`config.mk`:
```
export PLATFORM = sky130hd
export DESIGN_NAME = uart_rx_bridge
export DESIGN_NICKNAME = d
export VERILOG_FILES = /design/src/rtl/manta_uart_pkg.sv /design/src/rtl/uart_rx.sv /design/src/rtl/uart_rx_bridge.sv
export SDC_FILE = /design/constraint.sdc
export NUM_CORES = 1
export LEC_CHECK = 0
export CORE_UTILIZATION = 48
export CTS_CLUSTER_DIAMETER = 80
export DETAILED_ROUTE_END_ITERATION = 7
export GPL_ROUTABILITY_DRIVEN = 0
export PLACE_DENSITY = 0.68
export SLEW_MARGIN = 20
export SYNTH_ARGS = -nofsm -noshare
export SYNTH_HDL_FRONTEND = slang
export SYNTH_SLANG_ARGS = --single-unit
```
`constraint.sdc`:
```
create_clock -name clk -period 3.29 [get_ports clk]
set_input_delay 0.658 -clock clk [delete_from_list [all_inputs] [get_ports clk]]
set_output_delay 0.658 -clock clk [all_outputs]
set_load 0.005 [all_outputs]
```
`src/rtl/manta_uart_pkg.sv`:
```
// Shared constants, state encodings and hex helpers for the Manta UART receive path.
// No logic of its own; the helpers are pure combinational functions.
// MANTA_RX_LOWERCASE_EN: when defined, lowercase a-f are accepted as hex digits.
package manta_uart_pkg;

    localparam logic [7:0] ASCII_CR = 8'h0D;
    localparam logic [7:0] ASCII_LF = 8'h0A;
    localparam logic [7:0] ASCII_R  = 8'h52;
    localparam logic [7:0] ASCII_W  = 8'h57;

    typedef enum logic [1:0] {
        P_IDLE,
        P_READ,
        P_WRITE
    } parser_state_t;

    typedef enum logic [2:0] {
        RX_IDLE,
        RX_START,
        RX_DATA,
        RX_STOP,
        RX_WAIT_HIGH
    } rx_state_t;

    function automatic logic is_hex(input logic [7:0] c);
        logic hit;
        hit = ((c >= 8'h30) && (c <= 8'h39)) || ((c >= 8'h41) && (c <= 8'h46));
`ifdef MANTA_RX_LOWERCASE_EN
        hit = hit || ((c >= 8'h61) && (c <= 8'h66));
`endif
        return hit;
    endfunction

    // Letters sit at 0x41/0x61 + n, so the low nibble plus 9 gives 10..15.
    function automatic logic [3:0] hex_to_nibble(input logic [7:0] c);
        logic [3:0] n;
        n = 4'd0;
        if ((c >= 8'h30) && (c <= 8'h39)) begin
            n = c[3:0];
        end else if ((c >= 8'h41) && (c <= 8'h46)) begin
            n = c[3:0] + 4'd9;
        end
`ifdef MANTA_RX_LOWERCASE_EN
        else if ((c >= 8'h61) && (c <= 8'h66)) begin
            n = c[3:0] + 4'd9;
        end
`endif
        return n;
    endfunction

endpackage

```
`src/rtl/uart_rx.sv`:
```
// UART byte receiver: 2-flop synchroniser, mid-bit sampling, 8N1 framing check.
// Latency: byte strobe one cycle after the stop-bit sample (mid stop bit).
// No backpressure: the strobe is a single-cycle pulse the consumer must take.
module uart_rx
    import manta_uart_pkg::*;
#(
    parameter int CLOCKS_PER_BAUD = 868
) (
    input  logic       clk,
    input  logic       rst,
    input  logic       rx,
    output logic [7:0] data_o,
    output logic       valid_o
);

    localparam int CNT_W = $clog2(CLOCKS_PER_BAUD);
    localparam logic [CNT_W-1:0] BAUD_LAST = CNT_W'(CLOCKS_PER_BAUD - 1);
    localparam logic [CNT_W-1:0] HALF_LAST = CNT_W'(CLOCKS_PER_BAUD / 2 - 1);

    logic             rx_meta;
    logic             rx_sync;
    rx_state_t        state;
    rx_state_t        state_nxt;
    logic [CNT_W-1:0] baud_cnt;
    logic [2:0]       bit_idx;
    logic [7:0]       shift_q;
    logic             baud_hit;
    logic             sample_bit;
    logic             stop_good;

    // Synchroniser, state register, baud counter and shift register.
    always_ff @(posedge clk) begin
        if (rst) begin
            rx_meta  <= 1'b1;
            rx_sync  <= 1'b1;
            state    <= RX_IDLE;
            baud_cnt <= '0;
            bit_idx  <= 3'd0;
            shift_q  <= 8'h00;
            data_o   <= 8'h00;
            valid_o  <= 1'b0;
        end else begin
            rx_meta <= rx;
            rx_sync <= rx_meta;
            state   <= state_nxt;
            valid_o <= stop_good;
            if (stop_good) begin
                data_o <= shift_q;
            end
            // The counter restarts on every state change and every bit boundary.
            if ((state == RX_IDLE) || (state == RX_WAIT_HIGH) ||
                (state_nxt != state) || baud_hit) begin
                baud_cnt <= '0;
            end else begin
                baud_cnt <= baud_cnt + 1'b1;
            end
            if (state == RX_START) begin
                bit_idx <= 3'd0;
            end else if (sample_bit) begin
                bit_idx <= bit_idx + 3'd1;
                shift_q <= {rx_sync, shift_q[7:1]};
            end
        end
    end

    // Next-state selection for the frame receiver.
    always_comb begin
        state_nxt = state;
        case (state)
            RX_IDLE:      if (!rx_sync) state_nxt = RX_START;
            RX_START:     if (baud_hit) state_nxt = rx_sync ? RX_IDLE : RX_DATA;
            RX_DATA:      if (sample_bit && (bit_idx == 3'd7)) state_nxt = RX_STOP;
            RX_STOP:      if (baud_hit) state_nxt = rx_sync ? RX_IDLE : RX_WAIT_HIGH;
            RX_WAIT_HIGH: if (rx_sync) state_nxt = RX_IDLE;
            default:      state_nxt = RX_IDLE;
        endcase
    end

    // Sample-point decode: half a bit in START, a full bit elsewhere.
    always_comb begin
        baud_hit   = (state == RX_START) ? (baud_cnt == HALF_LAST) : (baud_cnt == BAUD_LAST);
        sample_bit = (state == RX_DATA) && baud_hit;
        stop_good  = (state == RX_STOP) && baud_hit && rx_sync;
    end

endmodule

```
`src/rtl/uart_rx_bridge.sv`:
```
// Manta host request parser: ASCII R/W hex requests over UART -> one bus transaction each.
// Latency: valid_o/err_o one cycle after the terminator's byte strobe.
// No backpressure: bytes arrive at least 10 bit-times apart; MANTA_RX_LOWERCASE_EN enables a-f.
module uart_rx_bridge
    import manta_uart_pkg::*;
#(
    parameter int CLOCKS_PER_BAUD = 868
) (
    input  logic        clk,
    input  logic        rst,
    input  logic        rx,
    output logic [15:0] addr_o,
    output logic [15:0] data_o,
    output logic        rw_o,
    output logic        valid_o,
    output logic        err_o
);

    logic [7:0]    byte_dat;
    logic          byte_vld;
    parser_state_t state;
    parser_state_t state_nxt;
    logic [31:0]   buf_q;
    logic [3:0]    cnt_q;
    logic [3:0]    cnt_lim;
    logic          is_term;
    logic          is_digit;
    logic          take_digit;
    logic          fire_vld;
    logic          fire_err;

    uart_rx #(
        .CLOCKS_PER_BAUD(CLOCKS_PER_BAUD)
    ) u_rx (
        .clk     (clk),
        .rst     (rst),
        .rx      (rx),
        .data_o  (byte_dat),
        .valid_o (byte_vld)
    );

    // Parser state, digit buffer and registered bus outputs.
    always_ff @(posedge clk) begin
        if (rst) begin
            state   <= P_IDLE;
            buf_q   <= 32'h0;
            cnt_q   <= 4'd0;
            addr_o  <= 16'h0;
            data_o  <= 16'h0;
            rw_o    <= 1'b0;
            valid_o <= 1'b0;
            err_o   <= 1'b0;
        end else begin
            state   <= state_nxt;
            valid_o <= fire_vld;
            err_o   <= fire_err;
            // The buffer is cleared while idle so every request starts from zero.
            if (state == P_IDLE) begin
                buf_q <= 32'h0;
                cnt_q <= 4'd0;
            end else if (take_digit) begin
                buf_q <= {buf_q[27:0], hex_to_nibble(byte_dat)};
                cnt_q <= cnt_q + 4'd1;
            end
            if (fire_vld) begin
                rw_o   <= (state == P_WRITE);
                addr_o <= (state == P_WRITE) ? buf_q[31:16] : buf_q[15:0];
                data_o <= (state == P_WRITE) ? buf_q[15:0] : 16'h0;
            end
        end
    end

    // Next-state: command letters open a request; any non-digit byte closes it.
    always_comb begin
        state_nxt = state;
        case (state)
            P_IDLE: begin
                if (byte_vld && (byte_dat == ASCII_R)) state_nxt = P_READ;
                else if (byte_vld && (byte_dat == ASCII_W)) state_nxt = P_WRITE;
            end
            P_READ, P_WRITE: begin
                if (byte_vld && !take_digit) state_nxt = P_IDLE;
            end
            default: state_nxt = P_IDLE;
        endcase
    end

    // Byte classification and the valid / error / accept-digit decisions.
    always_comb begin
        is_term    = (byte_dat == ASCII_CR) || (byte_dat == ASCII_LF);
        is_digit   = is_hex(byte_dat);
        cnt_lim    = (state == P_WRITE) ? 4'd8 : 4'd4;
        take_digit = 1'b0;
        fire_vld   = 1'b0;
        fire_err   = 1'b0;
        if (byte_vld && (state != P_IDLE)) begin
            if (is_term) begin
                fire_vld = (cnt_q == cnt_lim);
                fire_err = (cnt_q != cnt_lim);
            end else if (is_digit && (cnt_q != cnt_lim)) begin
                take_digit = 1'b1;
            end else begin
                fire_err = 1'b1;
            end
        end
    end

endmodule

```
* Yosys cells after proc, flatten, opt, wreduce, memory -nomap -nowiden *
Cells that the tools add are included.

word-level totals
  output and inout bits = 35
  input port bits = 3
  flip-flop bits (word level) = 108

operators by class
  add/subtract/negate cells = 4
  order comparisons = 4
  eq/ne operators = 18
  bitwise logic cells = 2
  reduce and logical (&&, ||, !) cells = 27
  muxes and demuxes = 25

operators by type and width
  cell                   number
  $mux 16                2
  $mux 3                 6
  $eq 8x4->1 const B     2
  $eq 8x7->1 const B     2
  $pmux 3 s5             1
  $mux 4                 3
  $logic_and 1x1->1      11
  $add 10x1->10 const B  1
  $eq 10x10->1 const B   1
  $eq 10x9->1 const B    1
  $reduce_or 2->1        5
  $ge 8x6->1 const B     1
  $ge 8x7->1 const B     1
  $le 8x6->1 const B     1
  $le 8x7->1 const B     1
  $mux 1                 8
  $mux 2                 4
  $eq 3x2->1 const B     2
  $eq 3x3->1 const B     2
  $logic_or 1x1->1       5
  $add 4x1->4 const B    1
  $add 4x4->4 const B    1
  $eq 4x4->1             1
  $ne 4x4->1             1
  other kinds (14)       16

* Logic depth before layout (Yosys ltp) *
  word-level depth = 11
  gate-level depth with buffers = 10

* Modules after synthesis *
From an unflattened synthesis, not the netlist that was laid out.

unflattened totals
  cell total of the unflattened synthesis = 516
  area, all modules = 4585.6 sq um

modules (own cells, without submodules)
  module          times used  area each (sq um)  seq. area each (sq um)  cells each
  uart_rx_bridge  1           3171.8             1461.4                  375
  uart_rx         1           1413.9             700.7                   141

* Least setup slack after synthesis *
Ideal clock, no wire load.

  path kind = register to register
  start point = register state[0]
  end point = register addr_o[10]
  arrival time = 2.184 ns
  path buffers = 4
  library setup time = 0.138 ns
  cell stages (with the launch flop) = 11
  setup slack = 0.969 ns
  period minus slack after synthesis = 2.321 ns
  cell sequence = dfxtp_1 -> inv_1 -> ha_1 -> clkbuf_1 -> or4bb_1 -> nand2_1 -> and3_1 -> clkbuf_1 -> buf_2 -> buf_1 -> a211oi_1

on the way
  cells in the longest elaborated chain, start to end = 5

ends and longest elaborated chain
  element                 RTL line              text
  start, declared         uart_rx_bridge.sv:21  parser_state_t state;
  start signal, assigned  uart_rx_bridge.sv:54  state <= state_nxt;
  $eq 2x2->1              uart_rx_bridge.sv:92  cnt_lim = (state == P_WRITE) ? 4'd8 : 4'd4;
  $mux 4                  uart_rx_bridge.sv:92
  via cnt_lim[3]          uart_rx_bridge.sv:25  logic [3:0] cnt_lim;
  $eq 4x4->1              uart_rx_bridge.sv:98  fire_vld = (cnt_q == cnt_lim);
  $mux 1                  uart_rx_bridge.sv:97  if (is_term) begin
  $mux 1                  uart_rx_bridge.sv:96  if (byte_vld && (state != P_IDLE)) begin
  end signal, assigned    uart_rx_bridge.sv:67  addr_o <= (state == P_WRITE) ? buf_q[31:16] : buf_q[15:0];
  end, declared           uart_rx_bridge.sv:12  output logic [15:0] addr_o,

The timed path passes the listed nets, and every way through them passes these cells.
A chain may end at the register's enable or synchronous reset.

* Worst setup path after layout *
  start point = register u_rx.data_o[0]
  end point = register buf_q[20]

on the way
  cells in the longest elaborated chain, start to end = 7

ends and longest elaborated chain
  element                             RTL line               text
  start, declared                     uart_rx.sv:12          output logic [7:0] data_o,
  start signal, assigned              uart_rx.sv:48          data_o <= shift_q;
  $ge 8x6->1 (tied with other cells)  manta_uart_pkg.sv:27   hit = ((c >= 8'h30) && (c <= 8'h39)) || ((c >= 8'h41) && (c <= 8'h46));
  $logic_and 1x1->1                   manta_uart_pkg.sv:27
  $logic_or 1x1->1                    manta_uart_pkg.sv:27
  $logic_and 1x1->1                   uart_rx_bridge.sv:100  end else if (is_digit && (cnt_q != cnt_lim)) begin
  $mux 1                              uart_rx_bridge.sv:100
  $mux 1 (*)                          uart_rx_bridge.sv:97
  $mux 1 (*)                          uart_rx_bridge.sv:96
  end signal, assigned                uart_rx_bridge.sv:62   buf_q <= {buf_q[27:0], hex_to_nibble(byte_dat)};
  end, declared                       uart_rx_bridge.sv:23   logic [31:0] buf_q;

Every way passes the cells marked *; elsewhere a longest branch is shown, timed or not.

==> flow_summary_export.csv <==
group,metric,value,unit
layout,diodes,0,
cts,ctsHoldBuffers,0,
timing,rsz0062_at_grt,"no",
worst_setup_path,timing.critical_path.from_type,"flop",
power,internal-power,0.00164,W
timing,min_period,2740,ps
power,p_sw,0.000517,W
cts,cts_made_buffers,9,
synthesis,synth_area_per_cell,9.52,sq um
power,powerDensity,422,nW/um^2
timing,fin_worst_skew,15.3,ps
worst_setup_path,path_cells,"ha_1 -> mux2i_1 -> nor4b_2 -> a211o_1 -> buf_12 -> mux2i_1 -> nor2_1",
cts,postCtsSetupBuffers,0,
worst_setup_path,cp_slowest_cell,"a211o_1",
timing,fin_tns_setup,0,ps
synthesis,synth-seq-cells,108,
layout,final_cell_mix,"108 x dfxtp_1, 85 x nor2_1, 64 x mux2i_1",
grt,grt_start_max_net_pins,50,
route,dr.pass1.iters,4,
power,pwr-share-clk,36.4,%
timing,tightest_slew,971,ps
layout,drive_gt1_share,6.80,%
power,p_sw_share,24.0,%
route,post_drt_wl_per_cell,14.0,microns
worst_setup_path,critPathTopFamily,"compound AO/OA/AOI/OAI gates",
power,p_comb_share,2.7,%
timing,hold_viol_final,0,
place,portBuffers,37,
layout,final_common_cell,"dfxtp_1",
status,outcome,"completed",
route,ant_nets,0,
power,ir_drop,0.000219,V
cts,cts_tree,"yes",
place,dpl_cell_area,4920,sq um
worst_hold_path,hold_path_class,"flop to flop",
floorplanning,die_x,98.8,microns
worst_setup_path,end_kind,"flop",
timing,max_slew_margin,35.2,%
grt,grt_pass1_vias,3027,
cts,clockBufferDepth,2,
layout,n_fill_cell,770,
grt,antenna_found_initial,0,
layout,stdcell_area,5110,sq um
timing,fin_crit_sh,83.4,%
floorplanning,die_h,98.8,microns
timing,fmaxAchievable,364,MHz
worst_setup_path,max_stage_delay,810,ps
synthesis,synth.net_count,487,
floorplanning,die-area,9770,sq um
floorplanning,num_rows,34,
cts,root_buffer,"clkbuf_8",
route,drc,0,
worst_setup_path,critPathKind,"flop to flop",
route,drtIter0Drc,99,
synthesis,syn_inst,473,
cts,cts.sinks,108,
cts,h-tree-depth,3,
layout,area_growth,13.6,%
synthesis,yosys_warnings,0,
route,num_vias,3272,
synthesis,yosysSeqAreaShare,48.0,%
grt,grt_overflow_total,0,
floorplanning,core_area,8890,sq um
worst_setup_path,path_buf_inv,1,
worst_setup_path,worstPathMaxFanout,21,
cts,path_clk_slew,110,ps
synthesis,synth_ff_type,"dfxtp_1",
worst_setup_path,required,3540,ps
flow_run,max-cap-violations,0,
cts,cts_resized,0,
synthesis,synthDistinctLibCells,51,
floorplanning,initial_core_util,50.6,%
power,pwr-share-seq,60.9,%
timing,drv_slew,0,
synthesis,synth_edf_count,0,
grt,grt_pass1_wl,14300,microns
route,routed_wirelength,8520,microns
timing,setup_viol,0,
cts,insertion_delay,380,ps
power,power_leakage,1.82,nW
place,dpl.hpwl,5840,microns
synthesis,syn-cell-area,4500,sq um
floorplanning,ios,38,
route,via_per_inst,5.38,
layout,layout.nets,509,
synthesis,synthArstFlopShare,0,%
worst_setup_path,critPathMostFrequentCell,"mux2i_1",
worst_setup_path,crit_arrival,2990,ps
grt,track_usage,18.2,%
layout,final_util,57.5,%
## layout make-up
cell class | instances | area [sq um] | share of cell area [%]
Clock buffer | 10 | 138 | 2.69
Clock inverter | 6 | 52.6 | 1.03
Inverter | 12 | 45.0 | 0.881
Multi-Input combinational cell | 322 | 2160 | 42.3
Sequential cell | 108 | 2160 | 42.3
Tap cell | 108 | 135 | 2.64
Timing Repair Buffer | 42 | 415 | 8.13
## through the flow
stage | hold slack [ps] | power, W | instances | setup slack (ps)
3_5_place_dp | 407 | 0.00140 | 592 | 550
2_1_floorplan | 389 | 0.00139 | 473 | 969
6_report | 433 | 0.00216 | 608 | 546
4_1_cts | 439 | 0.00217 | 608 | 529
5_1_grt | 453 | 0.00223 | 608 | 321
3_3_place_gp | 400 | 0.00140 | 592 | 671
## per-layer routing
| layer | share of wire, % | vias to the layer above | track usage, % |
|---|---|---|---|
| met4 | 0.94 | 0 | 5.17 |
| li1 | - | 1687 | - |
| met5 | 0 | - | 0 |
| met3 | 3.3 | 7 | 4.11 |
| met1 | 53 | 1526 | 25.7 |
| met2 | 43 | 52 | 27.9 |
## state kept, by name (all words and copies together), names as in the netlist, 2 cells and up
signal         cells
buf_q             32
state              2
u_rx.shift_q       8
u_rx.baud_cnt     10
u_rx.bit_idx       3
u_rx.data_o        8
u_rx.state         3
data_o            16
addr_o            16
cnt_q              4
## cells in the mapped netlist, types with 4 or more instances
master,instances,area (sq um)
nor2_1,85,319
xnor2_1,7,61.3
and3_1,4,25.0
dfxtp_1,108,2160
clkbuf_1,21,78.8
nand3_1,24,120
a211oi_1,20,150
mux2i_1,64,641
nand2_1,25,93.8
ha_1,11,138
buf_2,5,25.0
nor2b_1,4,25.0
a21oi_1,24,120
xor2_1,5,43.8
inv_1,12,45.0
## logic make-up (layout without fill, tap and decap cells)
group / after synthesis / in the layout / share of synthesized area [%]
and+or+nand+nor: 170 / 170 / 17.8
DFF: 108 / 108 / 48.0
muxes: 65 / 65 / 14.5
AOI/OAI and AO/OA: 64 / 64 / 10.4
buffers and inverters: 43 / 70 / 3.89
xor gates and xnor gates: 12 / 12 / 2.33
adders and majority gates: 11 / 11 / 3.06
## power by group through the flow
stage | Combinational (W) | Clock, W | Sequential, W
after global routing | 0.0000632 | 0.000856 | 0.00131
after detailed placement | 0.0000580 | 0 | 0.00134
after floorplan | 0.0000494 | 0 | 0.00134
after CTS | 0.0000586 | 0.000802 | 0.00131
final | 0.0000574 | 0.000784 | 0.00131
after global placement | 0.0000572 | 0 | 0.00134
## final timing paths
kind / start / to / slack [ps] / cells past startpoint
hold reg to reg: u_rx.rx_meta / u_rx.rx_sync / 430 / 1
hold / removal: u_rx.rx_meta / u_rx.rx_sync / 430 / 1
setup / recovery: u_rx.data_o[0] / buf_q[20] / 550 / 7
setup reg to reg: u_rx.data_o[0] / buf_q[20] / 550 / 7
No activity file was read; power rests on OpenSTA's default activity.
